===== config.mk =====
export PLATFORM = sky130hd
export DESIGN_NAME = fp_add_align_flat
export DESIGN_NICKNAME = d
export VERILOG_FILES = /design/src/rtl/fp32_pkg.sv /design/src/rtl/fp_add_align_if.sv /design/src/rtl/fp_align_shift.sv /design/src/rtl/fp_add_align.sv /design/src/flat_wrapper.sv
export SDC_FILE = /design/constraint.sdc
export NUM_CORES = 1
export LEC_CHECK = 0
export BUFFER_PORTS_ARGS = -buffer_cell sky130_fd_sc_hd__buf_2
export CORE_UTILIZATION = 45
export DETAILED_ROUTE_END_ITERATION = 7
export GPL_TIMING_DRIVEN = 0
export PLACE_DENSITY = 0.63
export SYNTH_ARGS = -nofsm -noshare
export SYNTH_HDL_FRONTEND = slang
export SYNTH_SLANG_ARGS = --single-unit
export TNS_END_PERCENT = 50

===== constraint.sdc =====
create_clock -name clk -period 6.42 [get_ports clk]
set_input_delay 0.642 -clock clk [delete_from_list [all_inputs] [get_ports clk]]
set_output_delay 0.642 -clock clk [all_outputs]
set_load 0.005 [all_outputs]

===== src/rtl/fp32_pkg.sv =====
// Shared FP32 definitions for the adder front end: field widths, special-class
// encoding, the stage-1 register record and an operand unpack helper.
package fp32_pkg;

   localparam int EXP_W = 8;
   localparam int MAN_W = 23;
   localparam int SIG_W = 25;
   localparam int BIAS  = 127;

   localparam logic [EXP_W-1:0] EXP_MAX  = 8'hFF;
   localparam logic [4:0]       DIFF_SAT = 5'd25;

   typedef enum logic [1:0] {
      SP_NORM = 2'b00,
      SP_ZERO = 2'b01,
      SP_INF  = 2'b10,
      SP_NAN  = 2'b11
   } sp_e;

   typedef struct packed {
      logic             sign;
      logic [EXP_W-1:0] exp;
      logic [MAN_W-1:0] man;
      logic             is_zero;
      logic             is_inf;
      logic             is_nan;
      logic [MAN_W:0]   sig;
   } fp_unp_t;

   // Ordered, classified operand pair held between the two stages.
   typedef struct packed {
      logic             sign;
      logic [EXP_W-1:0] exp;
      logic [MAN_W:0]   big_sig;
      logic [MAN_W:0]   small_sig;
      logic [4:0]       diff;
      logic             eff_sub;
      sp_e              special;
   } s1_t;

   // Denormals are flushed: exp==0 yields a zero significand regardless of man.
   function automatic fp_unp_t fp_unpack(input logic [31:0] v, input logic flip_sign);
      fp_unp_t u;
      u.sign    = v[31] ^ flip_sign;
      u.exp     = v[30:23];
      u.man     = v[22:0];
      u.is_zero = (u.exp == '0);
      u.is_inf  = (u.exp == EXP_MAX) && (u.man == '0);
      u.is_nan  = (u.exp == EXP_MAX) && (u.man != '0);
      u.sig     = u.is_zero ? '0 : {1'b1, u.man};
      return u;
   endfunction

endpackage


===== src/rtl/fp_add_align_if.sv =====
// Operand/result stream bundle for fp_add_align. The slave view is the
// adder itself; the master view is whatever feeds operands and drains results.
interface fp_add_align_if;
   import fp32_pkg::*;

   logic             in_valid;
   logic             in_ready;
   logic [31:0]      op_a;
   logic [31:0]      op_b;
   logic             sub;
   logic             out_valid;
   logic             out_ready;
   logic             out_sign;
   logic [EXP_W-1:0] out_exp;
   logic [SIG_W-1:0] out_sig;
   logic             out_sticky;
   logic [1:0]       out_special;

   modport slave (
      input  in_valid, op_a, op_b, sub, out_ready,
      output in_ready, out_valid, out_sign, out_exp, out_sig, out_sticky, out_special
   );

   modport master (
      output in_valid, op_a, op_b, sub, out_ready,
      input  in_ready, out_valid, out_sign, out_exp, out_sig, out_sticky, out_special
   );

endinterface


===== src/rtl/fp_align_shift.sv =====
// Combinational significand aligner: right-shifts the smaller significand by
// the exponent difference and reports whether any set bit fell off the end.
module fp_align_shift
   import fp32_pkg::*;
(
   input  logic [MAN_W:0] sig_in,
   input  logic [4:0]     shamt,
   output logic [MAN_W:0] sig_out,
   output logic           sticky
);

   localparam logic [4:0] SIG_LEN = 5'(MAN_W + 1);

   logic [MAN_W:0] mask;

   // Shift amounts of 24 and 25 push the whole significand out.
   always_comb begin
      sig_out = '0;
      sticky  = 1'b0;
      mask    = '0;
      if (shamt >= SIG_LEN) begin
         sticky = |sig_in;
      end else begin
         sig_out = sig_in >> shamt;
         mask    = ~({(MAN_W+1){1'b1}} << shamt);
         sticky  = |(sig_in & mask);
      end
   end

endmodule


===== src/rtl/fp_add_align.sv =====
// Two-stage FP32 adder front end. S1 unpacks, classifies and orders the
// operands; S2 aligns the smaller significand and adds or subtracts it.
// Each stage has its own valid flag so bubbles collapse under backpressure.
module fp_add_align
   import fp32_pkg::*;
#(
   parameter int EXP_W = 8,
   parameter int MAN_W = 23
) (
   input  logic         clk,
   input  logic         rst,
   fp_add_align_if.slave bus
);

   logic             ready1, ready2, load1, load2;
   logic             v1_d, v1_q, v2_d, v2_q;
   s1_t              s1_d, s1_q;

   fp_unp_t          a_u, b_u;
   logic             a_big, eff_sub;
   logic [EXP_W-1:0] exp_diff;

   logic [MAN_W:0]   aligned;
   logic             shift_sticky;
   logic [MAN_W+1:0] sum;

   logic             out_sign_d, out_sign_q;
   logic [EXP_W-1:0] out_exp_d, out_exp_q;
   logic [MAN_W+1:0] out_sig_d, out_sig_q;
   logic             out_sticky_d, out_sticky_q;
   sp_e              out_special_d, out_special_q;

   assign ready2 = !v2_q || bus.out_ready;
   assign ready1 = !v1_q || ready2;
   assign load1  = bus.in_valid && ready1;
   assign load2  = v1_q && ready2;

   assign bus.in_ready    = ready1;
   assign bus.out_valid   = v2_q;
   assign bus.out_sign    = out_sign_q;
   assign bus.out_exp     = out_exp_q;
   assign bus.out_sig     = out_sig_q;
   assign bus.out_sticky  = out_sticky_q;
   assign bus.out_special = out_special_q;

   // S1: unpack, pick the larger magnitude (A wins ties), classify specials.
   always_comb begin
      a_u      = fp_unpack(bus.op_a, 1'b0);
      b_u      = fp_unpack(bus.op_b, bus.sub);
      eff_sub  = a_u.sign ^ b_u.sign;
      a_big    = {a_u.exp, a_u.man} >= {b_u.exp, b_u.man};
      exp_diff = a_big ? (a_u.exp - b_u.exp) : (b_u.exp - a_u.exp);

      v1_d = ready1 ? bus.in_valid : v1_q;
      s1_d = s1_q;
      if (load1) begin
         s1_d.sign      = a_big ? a_u.sign : b_u.sign;
         s1_d.exp       = a_big ? a_u.exp  : b_u.exp;
         s1_d.big_sig   = a_big ? a_u.sig  : b_u.sig;
         s1_d.small_sig = a_big ? b_u.sig  : a_u.sig;
         s1_d.diff      = (exp_diff > EXP_W'(DIFF_SAT)) ? DIFF_SAT : exp_diff[4:0];
         s1_d.eff_sub   = eff_sub;
         s1_d.special   = SP_NORM;
         if (a_u.is_nan || b_u.is_nan || (a_u.is_inf && b_u.is_inf && eff_sub)) begin
            s1_d.special = SP_NAN;
            s1_d.sign    = 1'b0;
         end else if (a_u.is_inf) begin
            s1_d.special = SP_INF;
            s1_d.sign    = a_u.sign;
         end else if (b_u.is_inf) begin
            s1_d.special = SP_INF;
            s1_d.sign    = b_u.sign;
         end else if (a_u.is_zero && b_u.is_zero) begin
            s1_d.special = SP_ZERO;
            s1_d.sign    = a_u.sign & b_u.sign;
         end
      end
   end

   fp_align_shift u_align_shift (
      .sig_in  (s1_q.small_sig),
      .shamt   (s1_q.diff),
      .sig_out (aligned),
      .sticky  (shift_sticky)
   );

   // S2: add/subtract the aligned significands; big >= aligned so no borrow out.
   always_comb begin
      sum = s1_q.eff_sub ? ({1'b0, s1_q.big_sig} - {1'b0, aligned})
                         : ({1'b0, s1_q.big_sig} + {1'b0, aligned});

      v2_d          = ready2 ? v1_q : v2_q;
      out_sign_d    = out_sign_q;
      out_exp_d     = out_exp_q;
      out_sig_d     = out_sig_q;
      out_sticky_d  = out_sticky_q;
      out_special_d = out_special_q;
      if (load2) begin
         out_exp_d     = s1_q.exp;
         out_special_d = s1_q.special;
         if (s1_q.special != SP_NORM) begin
            out_sign_d   = s1_q.sign;
            out_sig_d    = '0;
            out_sticky_d = 1'b0;
         end else begin
            out_sign_d   = (s1_q.eff_sub && (sum == '0)) ? 1'b0 : s1_q.sign;
            out_sig_d    = sum;
            out_sticky_d = shift_sticky;
         end
      end
   end

   // Pipeline registers; reset empties both stages and clears the result.
   always_ff @(posedge clk) begin
      if (rst) begin
         v1_q          <= 1'b0;
         v2_q          <= 1'b0;
         s1_q          <= '0;
         out_sign_q    <= 1'b0;
         out_exp_q     <= '0;
         out_sig_q     <= '0;
         out_sticky_q  <= 1'b0;
         out_special_q <= SP_NORM;
      end else begin
         v1_q          <= v1_d;
         v2_q          <= v2_d;
         s1_q          <= s1_d;
         out_sign_q    <= out_sign_d;
         out_exp_q     <= out_exp_d;
         out_sig_q     <= out_sig_d;
         out_sticky_q  <= out_sticky_d;
         out_special_q <= out_special_d;
      end
   end

endmodule


===== src/flat_wrapper.sv =====
// flat-port wrapper written by rule: the top's interface ports become plain ports
module fp_add_align_flat import fp32_pkg::*;
#(
   parameter int EXP_W = 8,
   parameter int MAN_W = 23
)
  (clk, rst, bus_in_valid, bus_op_a, bus_op_b, bus_sub, bus_out_ready, bus_in_ready, bus_out_valid, bus_out_sign, bus_out_exp, bus_out_sig, bus_out_sticky, bus_out_special);
  fp_add_align_if bus_i ();
  input  logic clk;
  input  logic rst;
  input wire logic [$bits(bus_i.in_valid)-1:0] bus_in_valid;
  input wire logic [$bits(bus_i.op_a)-1:0] bus_op_a;
  input wire logic [$bits(bus_i.op_b)-1:0] bus_op_b;
  input wire logic [$bits(bus_i.sub)-1:0] bus_sub;
  input wire logic [$bits(bus_i.out_ready)-1:0] bus_out_ready;
  output wire logic [$bits(bus_i.in_ready)-1:0] bus_in_ready;
  output wire logic [$bits(bus_i.out_valid)-1:0] bus_out_valid;
  output wire logic [$bits(bus_i.out_sign)-1:0] bus_out_sign;
  output wire logic [$bits(bus_i.out_exp)-1:0] bus_out_exp;
  output wire logic [$bits(bus_i.out_sig)-1:0] bus_out_sig;
  output wire logic [$bits(bus_i.out_sticky)-1:0] bus_out_sticky;
  output wire logic [$bits(bus_i.out_special)-1:0] bus_out_special;
  assign bus_i.in_valid = bus_in_valid;
  assign bus_i.op_a = bus_op_a;
  assign bus_i.op_b = bus_op_b;
  assign bus_i.sub = bus_sub;
  assign bus_i.out_ready = bus_out_ready;
  assign bus_in_ready = bus_i.in_ready;
  assign bus_out_valid = bus_i.out_valid;
  assign bus_out_sign = bus_i.out_sign;
  assign bus_out_exp = bus_i.out_exp;
  assign bus_out_sig = bus_i.out_sig;
  assign bus_out_sticky = bus_i.out_sticky;
  assign bus_out_special = bus_i.out_special;
  fp_add_align #(.EXP_W(EXP_W), .MAN_W(MAN_W)) u_core (.clk(clk), .rst(rst), .bus(bus_i));
endmodule

## Word-level counts from Yosys, hierarchy flattened

Cells that the tools add are included.

| cells by class | value |
|---|---|
| order comparisons | 3 |
| reductions and logical operators | 26 |
| add/sub/neg operators | 4 |
| mux-type cells | 23 |
| eq/ne operators | 2 |
| shift-type cells | 2 |
| bitwise operators | 5 |

Operator list:

| kind | count |
|---|---|
| $mux 24 | 5 |
| $mux 25 | 2 |
| $reduce_or 24->1 | 2 |
| $logic_not 23->1 | 2 |
| $reduce_bool 23->1 | 2 |
| $ge 31x31->1 | 1 |
| $add 24x24->25 | 1 |
| $logic_not 25->1 | 1 |
| $sub 24x24->25 | 1 |
| $and 24x24->24 | 1 |
| $not 24->24 | 1 |
| $shl 24x5->24 const A | 1 |
| $shr 24x5->24 | 1 |
| $eq 8x8->1 const B | 2 |
| $logic_not 8->1 | 2 |
| $mux 8 | 2 |
| $sub 8x8->8 | 2 |
| $logic_and 1x1->1 | 10 |
| $mux 1 | 10 |
| $gt 8x5->1 const B | 1 |
| $mux 2 | 3 |
| $ge 5x5->1 const B | 1 |
| $mux 5 | 1 |
| $logic_or 1x1->1 | 4 |
| 4 further kinds | 6 |

| word-level totals | value |
|---|---|
| input bits | 69 |
| logic and storage cells | 79 |
| bits in registers | 104 |
| output and inout bits | 39 |

## Logic depth before layout (Yosys ltp)

| depth | value |
|---|---|
| depth after elaboration | 8 |
| depth in mapped cells | 25 |
| depth with buffers taken out | 22 |

## Modules after synthesis

A second synthesis with hierarchy kept.

| unflattened totals | value |
|---|---|
| cells, all modules | 1,161 |
| area total of the unflattened synthesis | 8,941.1 µm² |

Modules (own cells, without submodules):

| module | area each (µm²) | cells each | times used | seq. area each (µm²) |
|---|---|---|---|---|
| fp_add_align | 7,488.4 | 984 | 1 | 2,082.0 |
| fp_align_shift | 1,452.6 | 177 | 1 | 0.0 |

## Least setup slack after synthesis

OpenSTA, ideal clock, no wires.

| timing path | value |
|---|---|
| path type | flip-flop to flip-flop |
| start | register u_core.s1_q[4] (netlist name) |
| end | register u_core.out_sign_q (netlist: u_core.bus.out_sign) |
| setup time | 124 ps |
| path buffers | 2 |
| slack | 1,249 ps |
| clock period less this slack | 5,171 ps |
| stages on the path, launching flop included | 21 |
| arrival | 5,047 ps |
| required time | 6,296 ps |
| cell sequence | dfxtp_1 buf_6 mux4_2 mux2_2 a222oi_1 nand2_1 nor4b_4 and3_1 nor2_1 xnor2_1 ha_1 clkbuf_1 a21o_1 a211o_1 a41oi_1 a21oi_1 or3_1 a2111oi_0 o2111ai_1 nor4_1 a21oi_1 |

| on the way | value |
|---|---|
| cells in the longest elaborated chain, start to end | 8 |
| elaborated cells between the ends (all ways) | 10 |
| those cells by class | add/sub: 2; order compare: 1; shift: 1; mux: 4; reduce/logical: 2 |

RTL lines:

| what | line | RTL |
|---|---|---|
| from (decl) | fp_add_align.sv:17 | `s1_t s1_d, s1_q;` |
| from (signal assigned) | fp_add_align.sv:118 | `s1_q <= '0;` |
| from (signal assigned) | fp_add_align.sv:127 | `s1_q <= s1_d;` |
| $shr 24x5->24 / $ge 5x5->1 (equally long branches) | fp_align_shift.sv:24, fp_align_shift.sv:21 |  |
| $mux 24 (*) | fp_align_shift.sv:21 | `if (shamt >= SIG_LEN) begin` |
| $add 24x24->25 / $sub 24x24->25 (equally long branches) | fp_add_align.sv:90, fp_add_align.sv:89 |  |
| $mux 25 (*) | fp_add_align.sv:89 | `sum = s1_q.eff_sub ? ({1'b0, s1_q.big_sig} - {1'b0, aligned})` |
| $logic_not 25->1 (*) | fp_add_align.sv:106 | `out_sign_d = (s1_q.eff_sub && (sum == '0)) ? 1'b0 : s1_q.sign;` |
| $logic_and 1x1->1 (*) | fp_add_align.sv:106 |  |
| $mux 1 (*) | fp_add_align.sv:106 |  |
| $mux 1 (*) | fp_add_align.sv:101 | `if (s1_q.special != SP_NORM) begin` |
| to (signal assigned) | fp_add_align.sv:128 | `out_sign_q <= out_sign_d;` |
| to (decl) | fp_add_align.sv:27 | `logic out_sign_d, out_sign_q;` |

Every way passes the cells marked *; elsewhere a longest branch is shown, timed or not.
A chain may end at the register's enable or synchronous reset.

## Worst setup path in the final report

Same ends and word-level chain as after synthesis.

==> results.sh <==
export IMPL_dieWidth_microns=149
export IMPL_cp_end_kind="flip-flop"
export IMPL_vias_per_cell=6.24
export IMPL_min_period_ns=6.00
export IMPL_rr_worst_depth=20
export IMPL_worstMarginPinSlew_ns=1.37
export IMPL_crit_start="u_core.s1_q[4]"
export IMPL_fin_ws_ns=0.422
export IMPL_r2r_slack_ns=0.42
export IMPL_synth_seq_area_share=0.214
export IMPL_synth_edf_count=0
export IMPL_critical_path_reg2reg_endpoint="u_core.bus.out_sign"
export IMPL_antenna_cells=0
export IMPL_yosysUniqueCellTypes=81
export IMPL_syn_nets=1454
export IMPL_io_buffers=106
export IMPL_crit_type="flip-flop to flip-flop"
export IMPL_cp_num_cells=20
export IMPL_min_path_type="flip-flop to flip-flop"
export IMPL_drt_pass1_iterations=7
export IMPL_initial_core_util=0.461
export IMPL_whs_path_depth=2
export IMPL_grt_pass1_vias=9773
export IMPL_clk_latency_ns=0.36
export IMPL_crit_top_cell="a21oi_1"
export IMPL_cts_tree="done"
export IMPL_htreeDepth=3
export IMPL_fillers=2169
export IMPL_slowest_stage="mux4_2"
export IMPL_power_w=0.00271
export IMPL_cp_top_family="compound AO/OA/AOI/OAI gates"
export IMPL_worst_ep_arrival_time_ns=6.25
export IMPL_clock_fmax_mhz=167
export IMPL_outcome="finished clean"
export IMPL_clk_pin_slew_worst_paths_ns=0.09
export IMPL_cap_violations=0
export IMPL_layout_cells_non_filler=1717
export IMPL_hold_viol=0
export IMPL_netlist_top_cells_count="nor2_1, nand2_1, dfxtp_1"
export IMPL_core_area_sq_um=21200
export IMPL_grt_total_usage=0.321
export IMPL_cts_made_buffers=9
export IMPL_crit_path_max_fanout=19
export IMPL_crit_end="u_core.bus.out_sign"
export IMPL_die_area_sq_um=22200
export IMPL_grt_pass1_wl_microns=54900
export IMPL_synth_area_leaders="dfxtp_1, ha_1, nor2_1"
export IMPL_worstPathRequired_ns=6.67
export IMPL_syn_to_final_growth_pct=13.0
export IMPL_drc=0
export IMPL_place_hpwl_microns=28000
export IMPL_drt_iter0_markers=994
export IMPL_vias=10716
export IMPL_max_slew_margin=0.0830
export IMPL_yosysMostFrequentCell="nor2_1"
export IMPL_post_drt_wl_per_cell_microns=20.7
export IMPL_setup_tns_ns=0
export IMPL_synth_top_cell_area_share=0.214
export IMPL_leakagePower_nw=4.72
export IMPL_rows=53
export IMPL_fin_skew_ns=0.0191
export IMPL_ant_nets=0
export IMPL_grt_overflow_total=0
export IMPL_power_density_nw_per_um2=246
export IMPL_wirelength_microns=35500
export IMPL_max_vdd_ir_drop_mv=0.180
export IMPL_die_y_microns=149
export IMPL_cts_hold_buf=0
export IMPL_yosysWarnings=0
export IMPL_gp_congestion=1.03
export IMPL_crit_chain="buf_6 > mux4_2 > mux2_2 > a222oi_1 > nand2_1 > nor4b_4 > and3_1 > nor2_1 > xnor2_1 > ha_1 > clkbuf_1 > a21o_1 > a211o_1 > a41oi_1 > a21oi_1 > or3_1 > a2111oi_1 > o2111ai_1 > nor4_1 > a21oi_1"
export IMPL_grt_antenna_before_repair=0
export IMPL_grt_max_degree=22
export IMPL_cts_sinks=104
export IMPL_reg2reg_from="u_core.s1_q[4]"
export IMPL_cts_buffer_depth=2
export IMPL_rsz0062_at_grt="false"
export IMPL_dp_cells=1699
export IMPL_worstSetupStartpointType="flip-flop"
export IMPL_crit_buf_inv=2
export IMPL_finalSetupViolCount=0
export IMPL_synth_ff_type="dfxtp_1"
export IMPL_async_flop_share=0
export IMPL_syn_cell_area_sq_um=9750
export IMPL_synth_seq_cells=104
export IMPL_netlist_instances=1318
export IMPL_synth_area_leader_cell="dfxtp_1"
export IMPL_slew_violations=0
export IMPL_pin_count=108
export IMPL_max_stage_delay_ns=0.55
export IMPL_avgSynthCellArea_sq_um=7.39
export IMPL_finalCritPeriodShare=0.934
export IMPL_root_buffer="clkbuf_16"
export IMPL_nets=1573
export IMPL_fin_hold_ws_ns=0.458
export IMPL_drive_gt1_frac=0.133
export IMPL_pre_cts_ws_ns=0.280
state kept, by name, indices dropped and copies added (netlist names):
register and flops:
u_core.bus.out_exp 8, u_core.bus.out_sig 25, u_core.bus.out_sign 1, u_core.bus.out_special 2, u_core.bus.out_sticky 1, u_core.bus.out_valid 1
u_core.s1_q 65, u_core.v1_q 1
placed cells by master (no fill, tap or decap), types with 6 or more instances in the layout:
master     synthesis  layout
or3_1              7       7
ha_1              64      64
buf_2              8     111
inv_1             56      56
o21ai_0           36      36
xnor2_1           17      17
o21a_1            12      12
mux2_2             9       9
o31ai_1            7       7
and3_1            12      12
xor2_1            17      17
a31oi_1           11      11
o21ai_1            7       7
nor4_1            25      25
nand2_1          146     146
o21bai_1           7       7
and2_1            10      10
nand2b_1          10      10
a21o_1            26      26
nor2_1           190     190
nand4_1           14      14
o211ai_1          12      12
clkbuf_16          0       9
clkbuf_1          79      78
nor3_1            72      72
mux2i_1           11      11
a211oi_1          20      19
mux4_2            24      24
a22oi_1           12      12
or2_2              6       6
nand3_1           25      25
nor2b_1           25      24
a311oi_1          47      47
a41o_1             6       6
a21oi_1           82      81
dfxtp_1          104     104
cell type report:
type | instances | area [sq um] | share of cell area
multi-input combinational | 1063 | 7130 | 0.647
sequential | 104 | 2080 | 0.189
timing repair buffer | 109 | 553 | 0.0502
buffer | 91 | 372 | 0.0338
tap | 275 | 344 | 0.0313
clock buffer | 9 | 225 | 0.0205
inverter | 59 | 221 | 0.0201
clock inverter | 7 | 86.3 | 0.00784
repair_timing:
action,4_1_cts,5_1_grt
endpoints found under the hold margin,0,0
setup endpoints to repair,0,1
gates resized for setup,0,13
setup buffers,0,3
worst min-delay path by stage:
stage                          startpoint               endpoint  slack (ns)
floorplan                 u_core.s1_q[56]  u_core.bus.out_exp[0]        0.43
global placement          u_core.s1_q[60]  u_core.bus.out_exp[4]        0.44
detailed placement        u_core.s1_q[56]  u_core.bus.out_exp[0]        0.45
CTS                       u_core.s1_q[60]  u_core.bus.out_exp[4]        0.46
global route        u_core.bus.out_sticky  u_core.bus.out_sticky        0.49
finish                    u_core.s1_q[58]  u_core.bus.out_exp[2]        0.46
logic make-up after synthesis:
family / Yosys count / synth area share
buf+inv: 151 / 0.0607
xor+xnor: 34 / 0.0306
mux: 46 / 0.0810
flops: 104 / 0.214
compound gates: 347 / 0.250
simple gates: 569 / 0.276
fa+ha+maj: 67 / 0.0883
through the flow:
step	cell area (sq um)	util
after floorplan	9750	-
after global placement	10600	0.502
after detailed placement	10600	0.502
after CTS	10900	0.517
after global routing	11000	0.520
final	11000	0.520
power by group:
| part | internal [W] | switching, W |
|---|---|---|
| Sequential | 0.000701 | 0.0000540 |
| Clock | 0.000280 | 0.000292 |
| Combinational | 0.000537 | 0.000849 |
metal layers:
metal	GRT usage	vias up	wire (microns)
met4	0.0898	0	855
li1	-	5119	-
met2	0.543	454	16700
met3	0.0355	55	2510
met5	0	-	0
met1	0.430	5088	15400
tightest hold or removal path, cell delays in order (launching register included):
cell and delay, ns:
dfxtp_1 0.32, nand2_1 0.05, a21oi_1 0.05
Note: power is estimated with default switching activity, not from simulation.
